**src/rtl/emmc_req_arb.sv**
```systemverilog
// emmc_req_arb: round-robin front end for the eMMC block-transfer engine.
// It grants one requester at a time and runs exactly one block per grant.
// For each grant it pulses the engine start, steers write bytes and read
// strobes, counts the block's bytes and watches for a hung engine.
module emmc_req_arb #(
    parameter int NUM_REQ        = 2,
    parameter int BLK_BYTES      = 512,
    parameter int TIMEOUT_CYCLES = 1048576
) (
    input  logic                 clk_i,
    input  logic                 arst_i,
    input  logic [NUM_REQ-1:0]   req_i,
    input  logic [NUM_REQ-1:0]   req_we_i,
    input  logic [NUM_REQ*8-1:0] req_dat_i,
    output logic [NUM_REQ-1:0]   gnt_o,
    output logic [NUM_REQ-1:0]   wr_take_o,
    output logic [7:0]           rd_dat_o,
    output logic [NUM_REQ-1:0]   rd_valid_o,
    output logic [NUM_REQ-1:0]   done_o,
    output logic [NUM_REQ-1:0]   err_o,
    output logic                 fault_o,
    output logic                 busy_o,
    output logic                 sm_we_o,
    output logic                 sm_start_o,
    output logic [7:0]           sm_dat_o,
    input  logic [7:0]           sm_dat_i,
    input  logic                 sm_dvalid_i,
    input  logic                 sm_ready_i
);

    // Index widths. The doubled request vector used by the round-robin
    // search needs one extra index bit.
    localparam int IDX_W  = (NUM_REQ > 1) ? $clog2(NUM_REQ) : 1;
    localparam int IDXP_W = IDX_W + 1;
    localparam int CNT_W  = $clog2(BLK_BYTES + 1);
    localparam int WD_W   = $clog2(TIMEOUT_CYCLES + 1);

    localparam logic [CNT_W-1:0]  LAST_BYTE = CNT_W'(BLK_BYTES - 1);
    localparam logic [WD_W-1:0]   WD_LIMIT  = WD_W'(TIMEOUT_CYCLES - 1);
    localparam logic [IDXP_W-1:0] NREQ_P    = IDXP_W'(NUM_REQ);

    typedef enum logic [2:0] {
        ST_IDLE,
        ST_LAUNCH,
        ST_WAIT_BUSY,
        ST_XFER,
        ST_DRAIN,
        ST_FAULT
    } state_t;

    state_t             state_reg, state_next;
    logic [IDX_W-1:0]   winner_reg, winner_next;
    logic [IDX_W-1:0]   last_reg, last_next;
    logic [CNT_W-1:0]   byte_cnt_reg, byte_cnt_next;
    logic [WD_W-1:0]    wdog_reg, wdog_next;
    logic               we_reg, we_next;
    logic               done_reg, done_next;
    logic               err_reg, err_next;

    logic                 granted;
    logic                 fwd_strobe;
    logic                 last_strobe;
    logic                 pick_valid;
    logic [IDX_W-1:0]     pick_idx;
    logic [IDXP_W-1:0]    cand;
    logic [2*NUM_REQ-1:0] req_dbl;
    logic [NUM_REQ-1:0]   sel;

    // A grant is live from LAUNCH through DRAIN; FAULT drops it for good.
    assign granted = (state_reg == ST_LAUNCH) || (state_reg == ST_WAIT_BUSY) ||
                     (state_reg == ST_XFER)   || (state_reg == ST_DRAIN);

    // Strobes seen before the engine reports busy still belong to this block,
    // so they are forwarded and counted the same way as in XFER.
    assign fwd_strobe  = sm_dvalid_i &&
                         ((state_reg == ST_WAIT_BUSY) || (state_reg == ST_XFER));
    assign last_strobe = fwd_strobe && (byte_cnt_reg == LAST_BYTE);

    assign req_dbl = {req_i, req_i};

    // Round-robin pick: the first request above the last winner, with wrap.
    // The loop runs from the farthest offset down so the nearest one wins.
    always_comb begin
        pick_valid = 1'b0;
        pick_idx   = '0;
        cand       = '0;
        for (int i = NUM_REQ; i >= 1; i--) begin
            cand = {1'b0, last_reg} + IDXP_W'(i);
            if (req_dbl[cand]) begin
                pick_valid = 1'b1;
                pick_idx   = (cand >= NREQ_P) ? IDX_W'(cand - NREQ_P) : IDX_W'(cand);
            end
        end
    end

    // Next-state logic, byte counting and the hung-transfer watchdog.
    always_comb begin
        state_next    = state_reg;
        winner_next   = winner_reg;
        last_next     = last_reg;
        byte_cnt_next = byte_cnt_reg;
        wdog_next     = wdog_reg;
        we_next       = we_reg;
        done_next     = 1'b0;
        err_next      = 1'b0;

        case (state_reg)
            ST_IDLE: begin
                // A completion pulse blocks arbitration for one cycle, so the
                // requester can drop its request before it could be re-granted.
                if (sm_ready_i && pick_valid && !done_reg) begin
                    winner_next   = pick_idx;
                    we_next       = req_we_i[pick_idx];
                    byte_cnt_next = '0;
                    state_next    = ST_LAUNCH;
                end
            end
            ST_LAUNCH: begin
                state_next = ST_WAIT_BUSY;
            end
            ST_WAIT_BUSY: begin
                if (fwd_strobe) begin
                    byte_cnt_next = byte_cnt_reg + CNT_W'(1);
                end
                if (last_strobe) begin
                    state_next = ST_DRAIN;
                end else if (!sm_ready_i) begin
                    state_next = ST_XFER;
                end
            end
            ST_XFER: begin
                if (fwd_strobe) begin
                    byte_cnt_next = byte_cnt_reg + CNT_W'(1);
                end
                if (last_strobe) begin
                    state_next = ST_DRAIN;
                end
            end
            ST_DRAIN: begin
                if (sm_ready_i) begin
                    done_next  = 1'b1;
                    last_next  = winner_reg;
                    state_next = ST_IDLE;
                end
            end
            ST_FAULT: begin
                state_next = ST_FAULT;
            end
            default: begin
                state_next = ST_IDLE;
            end
        endcase

        // The watchdog counts idle cycles of a live grant. A strobe or any
        // state change restarts it. A strobe on the expiring cycle therefore
        // keeps the transfer alive.
        if (granted) begin
            if (sm_dvalid_i || (state_next != state_reg)) begin
                wdog_next = '0;
            end else if (wdog_reg == WD_LIMIT) begin
                wdog_next  = '0;
                err_next   = 1'b1;
                state_next = ST_FAULT;
            end else begin
                wdog_next = wdog_reg + WD_W'(1);
            end
        end else begin
            wdog_next = '0;
        end
    end

    // State and context registers; reset abandons any transfer in flight.
    always_ff @(posedge clk_i or posedge arst_i) begin
        if (arst_i) begin
            state_reg    <= ST_IDLE;
            winner_reg   <= '0;
            last_reg     <= IDX_W'(NUM_REQ - 1);
            byte_cnt_reg <= '0;
            wdog_reg     <= '0;
            we_reg       <= 1'b0;
            done_reg     <= 1'b0;
            err_reg      <= 1'b0;
        end else begin
            state_reg    <= state_next;
            winner_reg   <= winner_next;
            last_reg     <= last_next;
            byte_cnt_reg <= byte_cnt_next;
            wdog_reg     <= wdog_next;
            we_reg       <= we_next;
            done_reg     <= done_next;
            err_reg      <= err_next;
        end
    end

    // Per-requester decode of grant, byte handshakes and completion pulses.
    // The winner index stays valid in IDLE, so done/err can decode from it.
    genvar gi;
    generate
        for (gi = 0; gi < NUM_REQ; gi++) begin : g_req
            assign sel[gi]        = (winner_reg == IDX_W'(gi));
            assign gnt_o[gi]      = granted && sel[gi];
            assign wr_take_o[gi]  = fwd_strobe && we_reg && sel[gi];
            assign rd_valid_o[gi] = fwd_strobe && !we_reg && sel[gi];
            assign done_o[gi]     = done_reg && sel[gi];
            assign err_o[gi]      = err_reg && sel[gi];
        end
    endgenerate

    // Write-byte steering from the granted requester; 0 while nobody holds a grant.
    always_comb begin
        sm_dat_o = '0;
        for (int i = 0; i < NUM_REQ; i++) begin
            if (granted && (winner_reg == IDX_W'(i))) begin
                sm_dat_o = req_dat_i[i*8 +: 8];
            end
        end
    end

    assign rd_dat_o   = sm_dat_i;
    assign sm_we_o    = we_reg;
    assign sm_start_o = (state_reg == ST_LAUNCH);
    assign busy_o     = granted;
    assign fault_o    = (state_reg == ST_FAULT);

endmodule

```
**config.mk**
```make
export PLATFORM = sky130hd
export DESIGN_NAME = emmc_req_arb
export DESIGN_NICKNAME = d
export VERILOG_FILES = /design/src/rtl/emmc_req_arb.sv
export SDC_FILE = /design/constraint.sdc
export NUM_CORES = 1
export LEC_CHECK = 0
export ABC_AREA = 0
export CAP_MARGIN = 20
export CORE_MARGIN = 1.5
export CORE_UTILIZATION = 25
export DETAILED_ROUTE_END_ITERATION = 12
export MAX_ROUTING_LAYER = met4
export PLACE_DENSITY = 0.54
export SETUP_SLACK_MARGIN = 0.1
export SLEW_MARGIN = 20
export SYNTH_ARGS = -nofsm -noshare
export SYNTH_HDL_FRONTEND = slang
export SYNTH_SLANG_ARGS = --single-unit
```
**constraint.sdc**
```tcl
create_clock -name clk_i -period 3.77 [get_ports clk_i]
set_input_delay 0.377 -clock clk_i [delete_from_list [all_inputs] [get_ports clk_i]]
set_output_delay 0.377 -clock clk_i [all_outputs]
set_load 0.05 [all_outputs]
```
# Yosys cells after proc, flatten, opt, wreduce, memory -nomap -nowiden
# Cells that the tools add are included.
[op_classes] add_sub_neg=6 n_lt_le_gt_ge=5 eq_ne=10 n_mux=34 n_bitwise=1 reduce_logical=29
[op_table] cell="21-bit 2-to-1 mux" count=3
[op_table] cell="3-bit 2-to-1 mux" count=8
[op_table] cell="21-bit by 1-bit adder with 21-bit output, second input constant" count=1
[op_table] cell="21-bit by 20-bit == test with 1-bit output, second input constant" count=1
[op_table] cell="10-bit 2-to-1 mux" count=2
[op_table] cell="10-bit case mux with 2 select lines" count=1
[op_table] cell="3-bit case mux with 6 select lines" count=1
[op_table] cell="1-bit logical AND" count=16
[op_table] cell="8-bit 2-to-1 mux" count=2
[op_table] cell="1-bit 2-to-1 mux" count=15
[op_table] cell="10-bit by 1-bit adder with 10-bit output, second input constant" count=1
[op_table] cell="10-bit by 9-bit == test with 1-bit output, second input constant" count=1
[op_table] cell="3-bit by 2-bit == test with 1-bit output, second input constant" count=2
[op_table] cell="3-bit == test, second input constant" count=2
[op_table] cell="2-bit by 3-bit less-than comparator with 1-bit output, second input constant" count=2
[op_table] cell="1-bit logical OR" count=5
[op_table] cell="1-bit binary-select mux with 2-bit select" count=2
[op_table] cell="2-bit >= comparator, second input constant" count=2
[op_table] cell="2-bit AND reduction" count=2
[op_table] cell="3-bit by 1-bit == test with 1-bit output, second input constant" count=1
[op_table] cell="3-bit logical NOT" count=1
[op_table] cell="3-bit != test" count=1
[op_table] cell="3-bit AND reduction" count=1
[op_table] cell="1-bit by 1-bit adder with 2-bit output, second input constant" count=1
[op_table] cell="9 further kinds" count=11
[totals] register_bits=39 in_bits=32 output_inout_bits=30

# Depth between registers and ports, before layout
[depth] word_depth=13 depth_mapped=6

# Worst setup path after synthesis
# No wires, ideal clock.
[synth_timing] path_type="flip-flop to output port" from="register winner_reg" to="output port rd_valid_o[0]" arrival_time_ns=1.910 path_slack_ns=1.483 path_stages_with_launch=4 path_buffers=2 cell_sequence="dfrtp_1 -> clkbuf_1 -> clkbuf_1 -> nor3_1"
[synth_between] elab_chain_cells=2
[synth_lines] item="from (decl)" line="52" source="logic [IDX_W-1:0] winner_reg, winner_next;"
[synth_lines] item="from (signal assigned)" line="185" source="winner_reg <= winner_next;"
[synth_lines] item="1-bit inverter" line="200" source="assign sel[gi] = (winner_reg == IDX_W'(gi));"
[synth_lines] item="1-bit logical AND" line="203" source="assign rd_valid_o[gi] = fwd_strobe && !we_reg && sel[gi];"
[synth_lines] item="to (decl)" line="18" source="output logic [NUM_REQ-1:0] rd_valid_o,"
# Every way passes these cells.

# Worst setup path after layout
[layout_timing] from="input port sm_dvalid_i" to="output port rd_valid_o[0]"
[layout_between] elab_chain_cells=3
[layout_lines] item="from (decl)" line="27" source="input logic sm_dvalid_i,"
[layout_lines] item="1-bit logical AND" line="75" source="assign fwd_strobe = sm_dvalid_i &&"
[layout_lines] item="1-bit logical AND (2 in a row)" line="203"
# Every way passes these cells.

==> results.py <==
metrics = {
    "critical_path": {
        "rr_worst_depth": 4,
        "critPathKind": "in -> out",
        "cp_slowest_stage_delay_ns": 0.86,
        "reg2reg_slack_ns": 1.25,
        "reg2reg_from": "state_reg[2]",
        "crit_slowest_cell": "clkdlybuf4s50_1",
        "r2r_end": "wdog_reg[1]",
        "cp_common_cell": "clkdlybuf4s50_1",
        "cp.buffers_inverters": 2,
        "crit_chain": "clkdlybuf4s50_1 > nand3b_1 > nor3_1 > clkdlybuf4s50_1",
        "critical_path_depth": 4,
        "critPathLaunch": "sm_dvalid_i",
        "crit_family": "buffers and inverters",
        "critPathCapture": "rd_valid_o[0]",
        "start_kind": "input port",
        "crit_fanout": 12,
        "worstSetupEndpointType": "output port",
        "required_ns": 3.39,
        "cp.arrival_ns": 2.40,
    },
    "route": {
        "num_vias": 1941,
        "drc_errors": 0,
        "via_per_inst": 4.877,
        "wirelength_um": 5202,
        "drt_iter0_drc": 77,
        "first_pass_iters": 4,
        "wl_per_cell_um": 13.07,
        "ant_nets": 0,
    },
    "synthesis": {
        "synth_edf_count": 0,
        "ys_warn_count": 0,
        "syn-cell-area_um2": 2350,
        "synth-async-reset-ratio_pct": 100.0,
        "ys_ff_latch": 39,
        "ys.flop_type": "dfrtp_1",
        "syn_nets": 286,
        "synth.distinct_cells": 46,
        "synth-seq-area-share_pct": 41.59,
        "synthCells": 252,
        "synth.avg_cell_area_um2": 9.324,
    },
    "placement": {
        "gp_congestion": 0.7987,
        "io_buffers": 45,
        "pre_cts_ws_ns": 0.6968,
        "hpwl_um": 3776,
    },
    "global_routing": {
        "top_usage_layer": "met2",
        "grt_util_met3_pct": 2.368,
        "gr-total-overflow": 0,
        "grt_pass1_vias": 1870,
        "antenna_found_initial": 0,
        "use_met2_pct": 17.79,
        "groute.usage.overall_pct": 11.19,
        "grt_max_degree": 25,
        "use_met1_pct": 14.36,
        "grt_pass1_wl_um": 8783,
    },
    "cells_and_area": {
        "utilization_pct": 32.20,
        "final_nets": 320,
        "n_antenna_cell": 0,
        "final_common_cell": "clkdlybuf4s50_1",
        "layout-drive-gt1-share_pct": 11.85,
        "area_growth_pct": 26.04,
        "largest_reg_flops": 21,
        "layout_common_cells": "clkdlybuf4s50_1 (45), dfrtp_1 (38), nor2_1 (22)",
        "n_fill_cell": 967,
    },
    "clock_tree": {
        "clk_pin_slew_ns": 0.08,
        "cts_hold_buf": 0,
        "post_cts_resized": 0,
        "post_cts.repair.setup_buffers": 0,
        "root_buffer": "clkbuf_8",
        "cts_buffer_depth": 2,
        "cts_tree": "built",
        "cts_inserted_buffers": 5,
        "htree_num_levels": 2,
        "clock_latency_ns": 0.29,
        "clock-sinks": 39,
    },
    "status": {
        "status": "completed",
    },
    "pwr": {
        "vdd_ir_drop_max_v": 0.0001389,
        "p_per_area_nw_per_um2": 415.1,
        "power.leakage_nw": 1.134,
    },
    "floorplan": {
        "dieArea_um2": 9990,
        "core-area_um2": 9196,
        "die_y_um": 99.95,
        "io_pins": 62,
        "die_w_um": 99.95,
        "rows": 35,
        "start_util_pct": 25.55,
    },
    "timing": {
        "relSlewSlack_pct": 51.44,
        "rsz0062_at_grt": "false",
        "max_freq_mhz": 360.5,
        "worst_pin_slew_ns": 0.7284,
        "fin_setup_tns_ns": 0,
        "timing.final.crit_share_pct": 73.58,
        "clock_skew_ns": 0.008898,
        "fin_ws_ns": 0.9960,
        "final_hold_viol_count": 0,
        "setup_viol": 0,
        "min_period_ns": 2.774,
        "final_max_slew_viol_count": 0,
    },
    "run": {
        "maxCapViolCount": 0,
    },
    "worst_hold_path": {
        "hold_path_class": "in -> async",
    },
}
-- worst min path at each step --
stage,start,to,slack [ns],depth (start not counted)
3_5_place_dp,wdog_reg[0],wdog_reg[0],0.53,1
4_1_cts,arst_i,byte_cnt_reg[9],0.52,2
6_report,arst_i,byte_cnt_reg[9],0.50,2
3_3_place_gp,wdog_reg[0],wdog_reg[0],0.53,1
5_1_grt,arst_i,byte_cnt_reg[9],0.57,2
2_1_floorplan,wdog_reg[0],wdog_reg[0],0.49,1
-- through the flow --
step	area, um2	power, mW	hold WS [ns]	std cells
global placement	2860	0.9284	0.5266	390
CTS	2960	1.247	0.5216	398
detailed placement	2860	0.9318	0.5330	390
floorplan	2350	0.8188	0.4865	252
global route	2962	1.299	0.5733	398
finish	2962	1.229	0.4962	398
-- layout make-up --
class	instances	area, um2	share of cell area [%]
flip-flops and latches	39	977.2	33.00
repair buffers	49	480.5	16.22
inverters	8	30.03	1.014
well taps	111	138.9	4.689
multi-input cells	183	1235	41.70
clock buffers	8	100.1	3.380
-- power by group --
group	switching [mW]	internal [mW]
logic	0.236	0.152
registers	0.0715	0.460
clock network	0.142	0.167
-- cell families (layout without fill, tap and decap cells) --
group,after synthesis,in the layout,synth area share [%]
muxes,11,11,4.792
DFF,39,39,41.59
xor gates and xnor gates,18,18,6.709
buffers and inverters,30,65,6.443
adders and majority gates,2,2,1.065
AOI/OAI and AO/OA,32,32,9.958
and+or+nand+nor,120,120,29.45
-- cells in the mapped netlist, types with 5 or more instances --
cell type | n | area (um2)
inv_1 | 8 | 30.03
a21oi_1 | 5 | 25.02
dfrtp_1 | 38 | 950.9
buf_4 | 9 | 67.56
nand2_1 | 16 | 60.06
nor2_1 | 22 | 82.58
a211oi_2 | 5 | 62.56
nor4_1 | 8 | 50.05
mux2i_1 | 9 | 90.09
o21ai_0 | 11 | 55.05
nor3_2 | 5 | 50.05
xor2_1 | 6 | 52.55
or3_1 | 7 | 43.79
clkbuf_1 | 9 | 33.78
or4_1 | 6 | 45.04
nand3_1 | 11 | 55.05
nor3_1 | 15 | 75.07
xnor2_1 | 12 | 105.1
-- routing by layer --
| metal | share of wire (%) | wire, um |
|---|---|---|
| met3 | 3.1 | 160 |
| met4 | 0.83 | 43 |
| met2 | 49 | 2541 |
| met1 | 47 | 2457 |
| met5 | 0 | 0 |
Note: power is estimated with default switching activity, not from simulation.
